<file path="src/rtl/jt10_adpcm_rom.sv">
// Purpose: serves YM2610 ADPCM-A/B byte reads from a shared 16-bit memory, one-word cache per port.
// Latency: hit -> data/ok one cycle after the address settles; miss -> 3 cycles minimum (req, ack, hit).
// Backpressure: mem_req holds with a stable mem_addr until mem_ack; the core waits on adpcm*_ok.
//
// Ports:
//   clk, rst_n                        clock, async active-low reset
//   adpcma_addr/bank/roe_n -> data/ok ADPCM-A request and returned byte
//   adpcmb_addr/roe_n      -> data/ok ADPCM-B request and returned byte
//   mem_addr, mem_req, mem_ack, mem_din   word-wide req/ack memory port
module jt10_adpcm_rom #(
  parameter int          MEM_AW = 24,          // must not exceed 24 (byte addresses are 25 bits)
  parameter logic [24:0] A_BASE = 25'h0000000,
  parameter logic [24:0] B_BASE = 25'h1000000
) (
  input  logic              clk,
  input  logic              rst_n,
  input  logic [19:0]       adpcma_addr,
  input  logic [3:0]        adpcma_bank,
  input  logic              adpcma_roe_n,
  output logic [7:0]        adpcma_data,
  output logic              adpcma_ok,
  input  logic [23:0]       adpcmb_addr,
  input  logic              adpcmb_roe_n,
  output logic [7:0]        adpcmb_data,
  output logic              adpcmb_ok,
  output logic [MEM_AW-1:0] mem_addr,
  output logic              mem_req,
  input  logic              mem_ack,
  input  logic [15:0]       mem_din
);

  typedef enum logic [1:0] {IDLE, FETCH_A, FETCH_B} state_t;

  state_t            state;
  logic              rr_b;          // set: B wins the next simultaneous miss

  logic              ca_vld, cb_vld;
  logic [MEM_AW-1:0] ca_tag, cb_tag;
  logic [15:0]       ca_dat, cb_dat;

  // Address that the current data register content belongs to
  logic              a_ok_q, b_ok_q;
  logic [23:0]       a_addr_q, b_addr_q;

  logic [23:0]       cur_a;
  logic [24:0]       byte_a, byte_b;
  logic [MEM_AW-1:0] word_a, word_b;
  logic              hit_a, hit_b, miss_a, miss_b;
  logic [7:0]        sel_a, sel_b;

  assign cur_a  = {adpcma_bank, adpcma_addr};
  assign byte_a = A_BASE + {1'b0, cur_a};
  assign byte_b = B_BASE + {1'b0, adpcmb_addr};
  assign word_a = byte_a[MEM_AW:1];
  assign word_b = byte_b[MEM_AW:1];

  assign hit_a  = !adpcma_roe_n && ca_vld && (ca_tag == word_a);
  assign hit_b  = !adpcmb_roe_n && cb_vld && (cb_tag == word_b);
  assign miss_a = !adpcma_roe_n && !hit_a;
  assign miss_b = !adpcmb_roe_n && !hit_b;

  assign sel_a  = byte_a[0] ? ca_dat[15:8] : ca_dat[7:0];
  assign sel_b  = byte_b[0] ? cb_dat[15:8] : cb_dat[7:0];

  // ok falls in the same cycle the address moves away from the byte held in data
  assign adpcma_ok = a_ok_q && (cur_a == a_addr_q);
  assign adpcmb_ok = b_ok_q && (adpcmb_addr == b_addr_q);

  always_ff @(posedge clk or negedge rst_n) begin
    if (!rst_n) begin
      state       <= IDLE;
      rr_b        <= 1'b0;
      mem_req     <= 1'b0;
      mem_addr    <= '0;
      ca_vld      <= 1'b0;
      cb_vld      <= 1'b0;
      ca_tag      <= '0;
      cb_tag      <= '0;
      ca_dat      <= '0;
      cb_dat      <= '0;
      adpcma_data <= '0;
      adpcmb_data <= '0;
      a_ok_q      <= 1'b0;
      b_ok_q      <= 1'b0;
      a_addr_q    <= '0;
      b_addr_q    <= '0;
    end else begin
      // Data path runs every cycle independently of the fetch engine
      if (hit_a) begin
        adpcma_data <= sel_a;
        a_ok_q      <= 1'b1;
        a_addr_q    <= cur_a;
      end
      if (hit_b) begin
        adpcmb_data <= sel_b;
        b_ok_q      <= 1'b1;
        b_addr_q    <= adpcmb_addr;
      end

      case (state)
        IDLE: begin
          if (miss_a && (!miss_b || !rr_b)) begin
            state    <= FETCH_A;
            mem_req  <= 1'b1;
            mem_addr <= word_a;
          end else if (miss_b) begin
            state    <= FETCH_B;
            mem_req  <= 1'b1;
            mem_addr <= word_b;
          end
        end
        // The fill is cached under the latched address even if the port has
        // moved on; the next IDLE pass then sees a fresh miss.
        FETCH_A: begin
          if (mem_ack) begin
            ca_vld  <= 1'b1;
            ca_tag  <= mem_addr;
            ca_dat  <= mem_din;
            rr_b    <= 1'b1;
            mem_req <= 1'b0;
            state   <= IDLE;
          end
        end
        FETCH_B: begin
          if (mem_ack) begin
            cb_vld  <= 1'b1;
            cb_tag  <= mem_addr;
            cb_dat  <= mem_din;
            rr_b    <= 1'b0;
            mem_req <= 1'b0;
            state   <= IDLE;
          end
        end
        default: begin
          state   <= IDLE;
          mem_req <= 1'b0;
        end
      endcase
    end
  end

endmodule

</file>
<file path="config.mk">
export PLATFORM = sky130hd
export DESIGN_NAME = jt10_adpcm_rom
export DESIGN_NICKNAME = d
export VERILOG_FILES = /design/src/rtl/jt10_adpcm_rom.sv
export SDC_FILE = /design/constraint.sdc
export NUM_CORES = 1
export LEC_CHECK = 0
export ABC_AREA = 1
export BUFFER_PORTS_ARGS = -buffer_cell sky130_fd_sc_hd__buf_4
export CAP_MARGIN = 20
export CORE_MARGIN = 2
export CORE_UTILIZATION = 45
export CTS_CLUSTER_SIZE = 16
export DETAILED_ROUTE_END_ITERATION = 16
export GPL_ROUTABILITY_DRIVEN = 0
export SKIP_CTS_REPAIR_TIMING = 1
export SYNTH_ARGS = -nofsm -noshare
export SYNTH_HDL_FRONTEND = slang
export SYNTH_SLANG_ARGS = --single-unit
</file>
<file path="constraint.sdc">
create_clock -name clk -period 2.7 [get_ports clk]
set_input_delay 0 -clock clk [delete_from_list [all_inputs] [get_ports clk]]
set_output_delay 0 -clock clk [all_outputs]
set_load 0.03 [all_outputs]
</file>
# Yosys cells after proc, flatten, opt, wreduce, memory -nomap -nowiden
# Index checks and enable logic that the tools add are counted.
[classes] add_sub_neg=1 eq_ne=10 mux=14 n_reduce_logical=25
[op_table] operator="$eq A24 B24 Y1" count=3
[op_table] operator="$mux W24" count=2
[op_table] operator="$add A25 B24 Y25 const A" count=1
[op_table] operator="$eq A24 B23 Y1" count=1
[op_table] operator="$mux W8" count=2
[op_table] operator="$logic_and A1 B1 Y1" count=9
[op_table] operator="$reduce_and A2 Y1" count=4
[op_table] operator="$logic_not A1 Y1" count=6
[op_table] operator="$mux W2" count=3
[op_table] operator="$mux W1" count=4
[op_table] operator="$ne A2 B2 Y1 const B" count=2
[op_table] operator="$pmux W1 S2" count=2
[op_table] operator="$pmux W2 S2" count=1
[op_table] operator="$reduce_bool A2 Y1" count=2
[op_table] operator="$ne A3 B3 Y1 const B" count=1
[op_table] operator="$reduce_and A3 Y1" count=1
[op_table] operator="$eq A2 B1 Y1 const B" count=1
[op_table] operator="$eq A2 B2 Y1 const B" count=1
[op_table] operator="$logic_not A2 Y1" count=1
[op_table] operator="$ne A2 B1 Y1 const B" count=1
[op_table] operator="$reduce_or A2 Y1" count=1
[op_table] operator="$logic_or A1 B1 Y1" count=1
[totals] regBits=176 output_inout_bits=43 elab_cells=66

# Depth between registers and ports, before layout
# Gate-level depths: netlist of run 1.
[depth] word_depth=10 depth_mapped=14

# Worst setup path before layout of run 1
# No wires, ideal clock.
[synth_timing] path_kind="reg2reg" from="register cb_tag[17]" to="register mem_addr[10]" arrival_time_ps=1410 setup_slack_ps=1173 stages_incl_launch_ff=12 path_buffers=2 synth_period_minus_slack_ps=1527 path_cell_list="dfrtp_1 > xor2_1 > nor2_1 > nand2_1 > nor2_1 > nand3_2 > buf_6 > nand2_4 > a21oi_4 > buf_2 > nand3_1 > nand2_1"
[synth_between] elab_chain_len=9 elab_cells_between_ends=10
[synth_rtl] item="start: declaration" line_no="38" text="logic [MEM_AW-1:0] ca_tag, cb_tag;"
[synth_rtl] item="start signal: assignment" line_no="127" text="cb_tag <= mem_addr;"
[synth_rtl] item="$eq A24 B24 Y1 *" line_no="58" text="assign hit_b = !adpcmb_roe_n && cb_vld && (cb_tag == word_b);"
[synth_rtl] item="$logic_and A1 B1 Y1 *" line_no="58"
[synth_rtl] item="$logic_not A1 Y1 *" line_no="60" text="assign miss_b = !adpcmb_roe_n && !hit_b;"
[synth_rtl] item="$logic_and A1 B1 Y1 *" line_no="60"
[synth_rtl] item="$logic_not A1 Y1" line_no="102" text="if (miss_a && (!miss_b || !rr_b)) begin"
[synth_rtl] item="$logic_or A1 B1 Y1" line_no="102"
[synth_rtl] item="$logic_and A1 B1 Y1" line_no="102"
[synth_rtl] item="$reduce_bool A2 Y1 (no line)"
[synth_rtl] item="$reduce_and A2 Y1 (no line)"
[synth_rtl] item="end signal: assignment" line_no="105" text="mem_addr <= word_a;"
[synth_rtl] item="end signal: assignment" line_no="109" text="mem_addr <= word_b;"
[synth_rtl] item="end: declaration" line_no="26" text="output logic [MEM_AW-1:0] mem_addr,"
# Mark *: on every way between the ends. The rest lies on a longest branch, timed or not.
# A chain may end at the register's enable or synchronous reset.

# Worst setup path in the final report of run 1
[layout_timing] from="register cb_tag[19]" to="register state[0]"
[layout_between] elab_chain_len=9 elab_cells_between_ends=11
[layout_rtl] item="$eq A24 B24 Y1 *" line_no="58"
[layout_rtl] item="$logic_and A1 B1 Y1 *" line_no="58"
[layout_rtl] item="$logic_not A1 Y1 *" line_no="60"
[layout_rtl] item="$logic_and A1 B1 Y1 *" line_no="60"
[layout_rtl] item="$logic_not A1 Y1" line_no="102"
[layout_rtl] item="$logic_or A1 B1 Y1" line_no="102"
[layout_rtl] item="$logic_and A1 B1 Y1" line_no="102"
[layout_rtl] item="$mux W2 / $ne A3 B3 Y1 (equally long branches)"
[layout_rtl] item="$pmux W2 S2 / $reduce_and A2 Y1 (equally long branches)"
[layout_rtl] item="end signal: assignment" line_no="103" text="state <= FETCH_A;"
[layout_rtl] item="end signal: assignment" line_no="107" text="state <= FETCH_B;"
[layout_rtl] item="end signal: assignment" line_no="121" text="state <= IDLE;"
[layout_rtl] item="end: declaration" line_no="34" text="state_t state;"
# Marked as above.

==> flow_metrics.env, run 1 <==
export IMPL_status="finished, violations left"
export IMPL_violations="negative hold slack"
export IMPL_clkSinkCount=176
export IMPL_antenna_found_initial=0
export IMPL_reg2reg_slack_ns=0.50
export IMPL_timing_rr_end="state[0]"
export IMPL_drc=0
export IMPL_num_vias=7327
export IMPL_post_route_period_util_pct=81.6
export IMPL_drv_cap=0
export IMPL_tightest_slew_ns=0.719
export IMPL_start_util_pct=45.8
export IMPL_grt_pass1_vias=6429
export IMPL_synth_most_common_cell="nand2_1"
export IMPL_hp_class="in -> reg"
export IMPL_synth_area_um2=8570
export IMPL_clk_pin_slew_ns=0.07
export IMPL_wl_per_cell_um=15.6
export IMPL_ant_nets=0
export IMPL_grt_overflow_total=0
export IMPL_syn_nets=1161
export IMPL_grt_max_degree=83
export IMPL_synth_top_area_share_pct=51.4
export IMPL_rr_startpoint="cb_tag[19]"
export IMPL_synthTopCellsByCount="nand2_1 (370), dfrtp_1 (176), inv_1 (137), o21ai_0 (130), nand3_1 (52)"
export IMPL_power_leakage_nw=5.72
export IMPL_drive_gt1_share_pct=16.7
export IMPL_ys_warn_count=0
export IMPL_cts_buffers_inserted=17
export IMPL_critical_path_max_fanout=25
export IMPL_synth_cell_types=31
export IMPL_worstHoldPathCells=3
export IMPL_min_from="adpcmb_addr[9]"
export IMPL_relSlewSlack_pct=51.9
export IMPL_rows=50
export IMPL_syn_avg_cell_area_um2=7.87
export IMPL_period_needed_ns=2.20
export IMPL_critPathArrivalTime_ns=2.56
export IMPL_n_antenna_cell=0
export IMPL_grt_pass1_wl_um=36000
export IMPL_setup_tns_ns=0
export IMPL_fp_dieW_um=142
export IMPL_io_buffer_count=111
export IMPL_ys_async_sr_fraction_pct=100
export IMPL_max_freq_mhz=454
export IMPL_die_y_um=142
export IMPL_drtIter0Drc=687
export IMPL_yosysTopAreaCell="dfrtp_1"
export IMPL_fp_coreArea_um2=18700
export IMPL_htreeDepth=4
export IMPL_hold_end="b_addr_q[9]"
export IMPL_utilization_pct=57.4
export IMPL_cp_required_ns=3.06
export IMPL_reg2reg_depth=10
export IMPL_fin_skew_ns=0.00863
export IMPL_clock_path_buffers=2
export IMPL_final_nets=1319
export IMPL_dieArea_um2=20200
export IMPL_whs_ns=-0.0267
export IMPL_synth_seq_cells=176
export IMPL_ys_seq_area_share_pct=51.4
export IMPL_slew_viol_final=0
export IMPL_endpoint_kind="register"
export IMPL_hold_viol=4
export IMPL_ir_drop_uv=452
export IMPL_dpl_hpwl_um=17000
export IMPL_synth_edff_count=0
export IMPL_io_pins=112
export IMPL_rsz0062_at_grt="no"
export IMPL_finalSetupViolCount=0
export IMPL_start_kind="register"
export IMPL_synthTopCellsByArea="dfrtp_1 (51%), nand2_1 (16%), o21ai_0 (7.6%)"
export IMPL_drt_vias_per_instance=4.90
export IMPL_critPathKind="reg -> reg"
export IMPL_syn_to_final_growth_pct=25.4
export IMPL_first_pass_iters=5
export IMPL_synth_main_ff_cell="dfrtp_1"
export IMPL_syn_inst=1089
export IMPL_routed_wl_um=23300
export IMPL_clockRootBuffer="clkbuf_16"
export IMPL_cts_tree="built"
export IMPL_grt_use_total_pct=23.5
export IMPL_worstSkewPairLatency_ns=0.43
export IMPL_power_density_nw_per_um2=856
sequential cells by signal, summed over array words and instances, names as in the netlist, 2 cells and up:
signal       cells
a_addr_q        24
b_addr_q        24
ca_tag          24
cb_tag          24
mem_addr        24
ca_dat          16
cb_dat          16
adpcma_data      8
adpcmb_data      8
state            2
layer usage:
layer  GRT usage (%)  wire length [um]  vias up
met2            32.4              9860      177
li1                -                 -     3734
met4            5.37               374        0
met1            38.1             11900     3393
met5               0                 0        -
met3            4.34              1160       23
layout by cell type (no fill, tap or decap), types with 4 or more instances in the layout:
cell type	instances
clkbuf_16	17
dlygate4sd3_1	61
buf_4	115
o21ai_0	130
nor2_1	50
inv_1	137
a21oi_1	18
mux2_2	16
dfrtp_1	176
nor4_1	7
o22ai_1	15
nand3_1	52
clkinv_4	4
clkinvlp_4	5
a221oi_1	5
inv_2	24
nand2_4	4
xor2_1	17
nand2_1	368
or2_2	7
worst max path at each step:
| stage | startpoint | to | slack (ns) | cells after the start |
|---|---|---|---|---|
| final | cb_tag[19] | state[0] | 0.50 | 10 |
| after global routing | cb_tag[20] | mem_addr[18] | 0.27 | 10 |
| after CTS | cb_tag[19] | mem_addr[9] | 0.49 | 10 |
| after detailed placement | cb_tag[19] | state[0] | 0.51 | 10 |
| after global placement | cb_tag[20] | state[0] | 0.50 | 10 |
| after floorplan | cb_tag[17] | mem_addr[10] | 1.17 | 11 |
cell families after synthesis:
kind of cell | share of synthesized area [%]
and+or+nand+nor | 23.7
buffers and inverters | 9.57
DFF | 51.4
AOI/OAI and AO/OA | 10.9
xor gates and xnor gates | 1.84
muxes | 2.10
adders and majority gates | 0.438
worst max-delay path: stages (launching register included):
cell,delay (ns)
dfrtp_1,0.40
xor2_1,0.17
nor2_1,0.19
nand2_1,0.08
nor2_1,0.14
nand3_2,0.16
nand3_2,0.40
nand2_4,0.28
inv_1,0.13
nand3_1,0.08
nand2_1,0.10
final cells by class:
| type | instances | area [um2] |
|---|---|---|
| sequential | 176 | 4400 |
| fill | 1769 | 7960 |
| multi-input combinational | 709 | 3350 |
| timing repair buffer | 180 | 1550 |
| inverter | 163 | 614 |
| clock inverter | 15 | 114 |
| clock buffer | 17 | 425 |
| tap | 234 | 293 |
where the power goes:
part	internal, mW	leakage (nW)	total (mW)	switching (mW)
logic	1.06	3.27	2.95	1.89
clock network	1.18	0.252	2.29	1.10
registers	3.39	2.19	3.96	0.573
per-stage QoR:
stage / std cells / hold slack [ns] / setup slack [ns] / total power, mW / instance area [um2]
floorplan: 1089 / -0.296 / 1.17 / 5.79 / 8570
global placement: 1401 / 0.0565 / 0.501 / 6.82 / 9590
detailed placement: 1401 / 0.0538 / 0.512 / 6.88 / 9590
CTS: 1433 / -0.414 / 0.492 / 9.18 / 10100
global route: 1494 / 0.00475 / 0.266 / 9.86 / 10700
finish: 1494 / -0.0267 / 0.497 / 9.20 / 10700
No activity file was read; power rests on OpenSTA's default activity.
==> run 2: changes to the inputs <==
--- a/config.mk
+++ b/config.mk
@@ -5,7 +5,7 @@
 export SDC_FILE = /design/constraint.sdc
 export NUM_CORES = 1
 export LEC_CHECK = 0
-export ABC_AREA = 1
+export ABC_AREA = 0
 export BUFFER_PORTS_ARGS = -buffer_cell sky130_fd_sc_hd__buf_4
 export CAP_MARGIN = 20
 export CORE_MARGIN = 2
@@ -13,6 +13,7 @@
 export CTS_CLUSTER_SIZE = 16
 export DETAILED_ROUTE_END_ITERATION = 16
 export GPL_ROUTABILITY_DRIVEN = 0
+export PLACE_DENSITY = 0.67
 export SKIP_CTS_REPAIR_TIMING = 1
 export SYNTH_ARGS = -nofsm -noshare
 export SYNTH_HDL_FRONTEND = slang
==> constraint.sdc (replaced) <==
create_clock -name clk -period 1.77 [get_ports clk]
set_input_delay 0 -clock clk [delete_from_list [all_inputs] [get_ports clk]]
set_output_delay 0 -clock clk [all_outputs]
set_load 0.03 [all_outputs]
==> flow_metrics.env, run 2 <==
export IMPL_status="finished, violations left"
export IMPL_violations="negative setup slack"
export IMPL_num_vias=6591
export IMPL_grt_overflow_total=0
export IMPL_reg2reg_depth=8
export IMPL_fp_dieW_um=139
export IMPL_drv_cap=0
export IMPL_totalPowerFinal_mw=16.0
export IMPL_hold_viol=0
export IMPL_ys_warn_count=0
export IMPL_endpoint_kind="register"
export IMPL_synth_seq_cells=176
export IMPL_stdcell_count=1176
export IMPL_drt_vias_per_instance=5.60
export IMPL_synth_area_um2=8150
export IMPL_cp_required_ns=2.13
export IMPL_worstSkewPairLatency_ns=0.44
export IMPL_mostFrequentLayoutCells="dfrtp_1 (176), buf_4 (168), mux2_2 (96)"
export IMPL_final_common_cell="dfrtp_1"
export IMPL_dpl_hpwl_um=16500
export IMPL_synth_compound_area_share_pct=5.25
export IMPL_drc=0
export IMPL_max_freq_mhz=463
export IMPL_fin_skew_ns=0.00967
export IMPL_synth_fa_ha_area_share_pct=0.461
export IMPL_rows=49
export IMPL_utilization_pct=64.5
export IMPL_relSlewSlack_pct=66.6
export IMPL_finalSetupViolCount=94
export IMPL_final_nets=1007
export IMPL_stdcell_area_um2=11500
export IMPL_io_buffer_count=111
export IMPL_clk_pin_slew_ns=0.07
export IMPL_crit_chain="xnor2_1 -> nand4_1 -> nor4_4 -> buf_4 -> a21oi_4 -> buf_6 -> nand3b_1 -> a31oi_4"
export IMPL_io_pins=112
export IMPL_period_needed_ns=2.16
export IMPL_rr_startpoint="cb_tag[6]"
export IMPL_start_kind="register"
export IMPL_synth_simple_area_share_pct=11.5
export IMPL_slew_viol_final=0
export IMPL_synthTopCellsByArea="dfrtp_1 (54%), mux2_2 (13%), xor2_1 (5.7%)"
export IMPL_synth_cell_types=36
export IMPL_synth_most_common_cell="dfrtp_1"
export IMPL_ir_drop_uv=950
export IMPL_fin_ws_ns=-0.390
export IMPL_yosysTopAreaCell="dfrtp_1"
export IMPL_power_leakage_nw=5.33
export IMPL_syn_avg_cell_area_um2=11.7
export IMPL_synth_xor_area_share_pct=10.1
export IMPL_critPathArrivalTime_ns=2.52
export IMPL_rsz0062_at_grt="yes"
export IMPL_routed_wl_um=24600
export IMPL_wl_per_cell_um=20.9
export IMPL_cts_tree="built"
export IMPL_dp_cells=1070
export IMPL_cp_num_buf_inv=2
export IMPL_post_route_period_util_pct=122
export IMPL_n_antenna_cell=0
export IMPL_syn_inst=696
export IMPL_grt_use_total_pct=23.7
export IMPL_synth_top_family_by_area="multiplexers"
export IMPL_ys_async_sr_fraction_pct=100
export IMPL_die_y_um=139
export IMPL_drtIter0Drc=443
export IMPL_syn_to_final_growth_pct=41.2
export IMPL_synth_main_ff_cell="dfrtp_1"
export IMPL_fp_coreArea_um2=17800
export IMPL_ant_nets=0
export IMPL_synthMuxAreaShare_pct=16.5
export IMPL_antenna_found_initial=0
export IMPL_syn_nets=768
export IMPL_reg2reg_slack_ns=-0.39
export IMPL_synthTopCellsByCount="dfrtp_1 (176), mux2_2 (96), nand2_1 (92), xor2_1 (53), xnor2_1 (41)"
export IMPL_hp_class="in -> async"
export IMPL_clockRootBuffer="clkbuf_16"
export IMPL_critPathKind="reg -> reg"
export IMPL_power_density_nw_per_um2=1390
export IMPL_first_pass_iters=7
export IMPL_critical_path_top_delay_family="simple AND/OR/NAND/NOR gates"
export IMPL_tightest_slew_ns=0.501
export IMPL_clock_path_buffers=2
export IMPL_grt_pass1_wl_um=35500
export IMPL_setup_tns_ns=-20.61
export IMPL_max_stage_delay_ns=0.40
export IMPL_grt_pass1_vias=6452
export IMPL_synth_edff_count=0
export IMPL_ys_seq_area_share_pct=54.1
export IMPL_dieArea_um2=19200
export IMPL_drive_gt1_share_pct=39.4
export IMPL_start_util_pct=45.7
export IMPL_crit_path_top_delay_cell="dfrtp_1"
export IMPL_clkSinkCount=176
export IMPL_synth_top_area_share_pct=54.1
export IMPL_place_area_um2=9760
export IMPL_timing_rr_end="mem_addr[18]"
export IMPL_cts_buffers_inserted=17
export IMPL_critical_path_max_fanout=6
export IMPL_htreeDepth=4
export IMPL_cp_depth=8
export IMPL_grt_max_degree=63
## run 2: cell count changes after synthesis, sizes merged, moves of 15 or more
cell,before,now
nand2,375,92
inv,162,3
o21ai,131,41
mux2,16,105
nand3,55,4
nor2,50,3
xnor2,1,41
xor2,17,53
nor3,0,25
a31oi,0,23
nand3b,0,23
mux2i,0,16
o22ai,15,0
## run 2: final cells by class
type,instances,area [um2]
multi-input cells,480,3850
inverters,3,11.3
well taps,229,287
flip-flops and latches,176,4400
clock buffers,17,425
repair buffers,257,2320
fillers,1302,6340
clock inverters,14,201
## run 2: through the flow
| step | hold WS, ns | setup WS, ns |
|---|---|---|
| 6_report | 0.0101 | -0.390 |
| 5_1_grt | 0.0234 | -0.426 |
| 4_1_cts | -0.558 | -0.468 |
| 3_5_place_dp | -0.0925 | -0.450 |
| 3_3_place_gp | -0.0938 | -0.403 |
| 2_1_floorplan | -0.296 | -0.225 |
## run 2: how the worst max path moves through the flow
stage,start,to
floorplan,ca_tag[11],mem_addr[23]
global placement,ca_tag[14],mem_addr[23]
detailed placement,cb_tag[8],mem_addr[23]
CTS,cb_tag[8],mem_addr[23]
global route,ca_tag[4],mem_addr[16]
finish,cb_tag[6],mem_addr[18]
## run 2: power breakdown
group / internal, mW / switching [mW] / leakage, nW
Clock: 2.39 / 1.68 / 0.307
Sequential: 5.31 / 1.20 / 2.20
Combinational: 2.80 / 2.66 / 2.82
Total: 10.5 / 5.55 / 5.33
## run 2: cell families (layout without fill, tap and decap cells)
| family | after synthesis | count (layout) |
|---|---|---|
| XOR/XNOR | 94 | 94 |
| flip-flops | 176 | 176 |
| adder cells (fa/ha/maj) | 3 | 3 |
| buffers and inverters | 40 | 291 |
| multiplexers | 121 | 121 |
| AO/OA/AOI/OAI | 75 | 75 |
| AND/OR/NAND/NOR | 187 | 187 |
## run 2: routing by layer
| layer | track usage (%) | vias up | share of wire [%] |
|---|---|---|---|
| li1 | - | 2914 | - |
| met4 | 8.27 | 0 | 3.2 |
| met1 | 32.6 | 3326 | 41 |
| met5 | 0 | - | 0 |
| met2 | 38.2 | 295 | 49 |
| met3 | 4.35 | 56 | 6.6 |
==> run 3: changes to the inputs <==
--- a/config.mk
+++ b/config.mk
@@ -5,11 +5,12 @@
 export SDC_FILE = /design/constraint.sdc
 export NUM_CORES = 1
 export LEC_CHECK = 0
-export ABC_AREA = 0
 export BUFFER_PORTS_ARGS = -buffer_cell sky130_fd_sc_hd__buf_4
 export CAP_MARGIN = 20
+export CORE_ASPECT_RATIO = 1.25
 export CORE_MARGIN = 2
 export CORE_UTILIZATION = 45
+export CTS_BUF_LIST = sky130_fd_sc_hd__clkbuf_8
 export CTS_CLUSTER_SIZE = 16
 export DETAILED_ROUTE_END_ITERATION = 16
 export GPL_ROUTABILITY_DRIVEN = 0
==> flow_metrics.env, run 3 (synthesis gave the netlist of run 2 again) <==
export IMPL_drv_cap=0
export IMPL_critPathKind="reg -> reg"
export IMPL_num_vias=6383
export IMPL_io_buffer_count=111
export IMPL_critical_path_top_delay_family="simple AND/OR/NAND/NOR gates"
export IMPL_die_y_um=154
export IMPL_final_nets=1000
export IMPL_crit_path_top_delay_cell="dfrtp_1"
export IMPL_ir_drop_uv=919
export IMPL_syn_to_final_growth_pct=38.6
export IMPL_multiInputGateArea_um2=3920
export IMPL_seq_area_um2=4400
export IMPL_crit_chain="xnor2_1 -> nand4_1 -> nor4_4 -> buf_4 -> buf_6 -> a21oi_4 -> buf_6 -> nand3b_1 -> a31oi_4"
export IMPL_clk_pin_slew_ns=0.09
export IMPL_tightest_slew_ns=0.357
export IMPL_relSlewSlack_pct=76.0
export IMPL_worstSkewPairLatency_ns=0.48
export IMPL_clkSinkCount=176
export IMPL_period_needed_ns=2.16
export IMPL_power_frac_seq_pct=43.7
export IMPL_power_density_nw_per_um2=1310
export IMPL_start_kind="register"
export IMPL_utilization_pct=63.1
export IMPL_cts_buffers_inserted=17
export IMPL_final_common_cell="dfrtp_1"
export IMPL_max_freq_mhz=462
export IMPL_critical_path_max_fanout=7
export IMPL_grt_use_total_pct=23.2
export IMPL_rsz0062_at_grt="yes"
export IMPL_slew_viol_final=0
export IMPL_cts_tree="built"
export IMPL_status="finished, violations left"
export IMPL_fin_ws_ns=-0.395
export IMPL_clkPwrFrac_pct=19.4
export IMPL_htreeDepth=4
export IMPL_stdcell_count=1169
export IMPL_routed_wl_um=24200
export IMPL_ant_nets=0
export IMPL_post_route_period_util_pct=122
export IMPL_drive_gt1_share_pct=39.3
export IMPL_hp_class="in -> reg"
export IMPL_grt_overflow_total=0
export IMPL_drt_vias_per_instance=5.46
export IMPL_n_antenna_cell=0
export IMPL_fp_coreArea_um2=17900
export IMPL_drtIter0Drc=435
export IMPL_hold_viol=4
export IMPL_endpoint_kind="register"
export IMPL_cp_common_cell="buf_6"
export IMPL_io_pins=112
export IMPL_p_int_mw=9.41
export IMPL_wl_per_cell_um=20.7
export IMPL_dpl_hpwl_um=16600
export IMPL_mostFrequentLayoutCells="dfrtp_1 (176), buf_4 (159), mux2_2 (96)"
export IMPL_cp_required_ns=2.18
export IMPL_fin_skew_ns=0.0117
export IMPL_start_util_pct=45.5
export IMPL_clock_path_buffers=2
export IMPL_rows=55
export IMPL_first_pass_iters=5
export IMPL_p_sw_mw=5.41
export IMPL_pwr_share_comb_pct=36.9
export IMPL_finalSetupViolCount=95
export IMPL_switching_share_pct=36.5
export IMPL_antenna_found_initial=0
export IMPL_fillers=1442
export IMPL_dp_cells=1061
export IMPL_critPathArrivalTime_ns=2.57
export IMPL_dieArea_um2=19200
export IMPL_grt_max_degree=66
export IMPL_power_leakage_nw=5.16
export IMPL_grt_pass1_wl_um=34300
export IMPL_grt_pass1_vias=6265
export IMPL_violations="negative hold slack, negative setup slack"
export IMPL_whs_ns=-0.0241
export IMPL_fp_dieW_um=124
export IMPL_cp_num_buf_inv=3
export IMPL_clockRootBuffer="clkbuf_8"
export IMPL_drc=0
export IMPL_max_stage_delay_ns=0.41
==> run 3: cell types whose count changed in the layout (fill, tap and decap cells not counted), sizes merged <==
cell | previous run | this run
buf | 188 | 180
clkbuf | 20 | 23
dlygate4sd3 | 66 | 67
inv | 9 | 6
bufinv | 4 | 2
clkinvlp | 1 | 4
==> run 3: final cells by class <==
| type | instances | area share, % |
|---|---|---|
| clock buffer | 20 | 2.44 |
| clock inverter | 12 | 1.19 |
| inverter | 3 | 0.0997 |
| multi-input combinational | 480 | 34.7 |
| sequential | 176 | 39.0 |
| tap | 228 | 2.53 |
| timing repair buffer | 250 | 20.1 |
==> run 3: metrics by stage <==
stage | setup slack [ns] | instance area (um2) | power, mW | setup TNS (ns)
after CTS | -0.447 | 10100 | 14.2 | -27.55
final | -0.395 | 11300 | 14.8 | -29.03
after detailed placement | -0.395 | 9700 | 11.4 | -23.11
after global routing | -0.436 | 11300 | 15.5 | -33.89
after floorplan | -0.225 | 8180 | 9.40 | -3.50
after global placement | -0.360 | 9700 | 11.2 | -19.96
==> run 3: per-layer routing <==
| metal | part of all wire (%) | GRT usage (%) |
|---|---|---|
| met4 | 2.7 | 7.06 |
| met2 | 53 | 41.8 |
| met5 | 0 | 0 |
| met1 | 39 | 26.8 |
| met3 | 5.2 | 6.64 |
==> run 3: path summary, 6_finish.rpt <==
| kind | cells after the start | start | slack (ns) | end |
|---|---|---|---|---|
| min in group asynchronous | 3 | rst_n | 0.07 | b_addr_q[12] |
| max reg2reg | 9 | cb_tag[8] | -0.39 | mem_addr[14] |
| min reg2reg | 1 | b_ok_q | 0.48 | b_ok_q |
| min | 4 | adpcmb_addr[23] | -0.02 | mem_addr[22] |
| max in group asynchronous | 3 | rst_n | 1.32 | ca_tag[0] |
| max | 9 | cb_tag[8] | -0.39 | mem_addr[14] |
==> run 3: tightest hold or removal path, stage by stage <==
cell and delay (ns):
buf_4 0.12, buf_4 0.14, o21ai_1 0.07, a31oi_1 0.08
==> run 3: power groups by stage <==
stage,Clock [mW],Sequential [mW],Combinational [mW]
2_1_floorplan,0,6.61,2.79
3_3_place_gp,0,6.46,4.71
3_5_place_dp,0,6.52,4.87
4_1_cts,2.91,6.44,4.90
5_1_grt,3.10,6.59,5.85
6_report,2.88,6.47,5.47
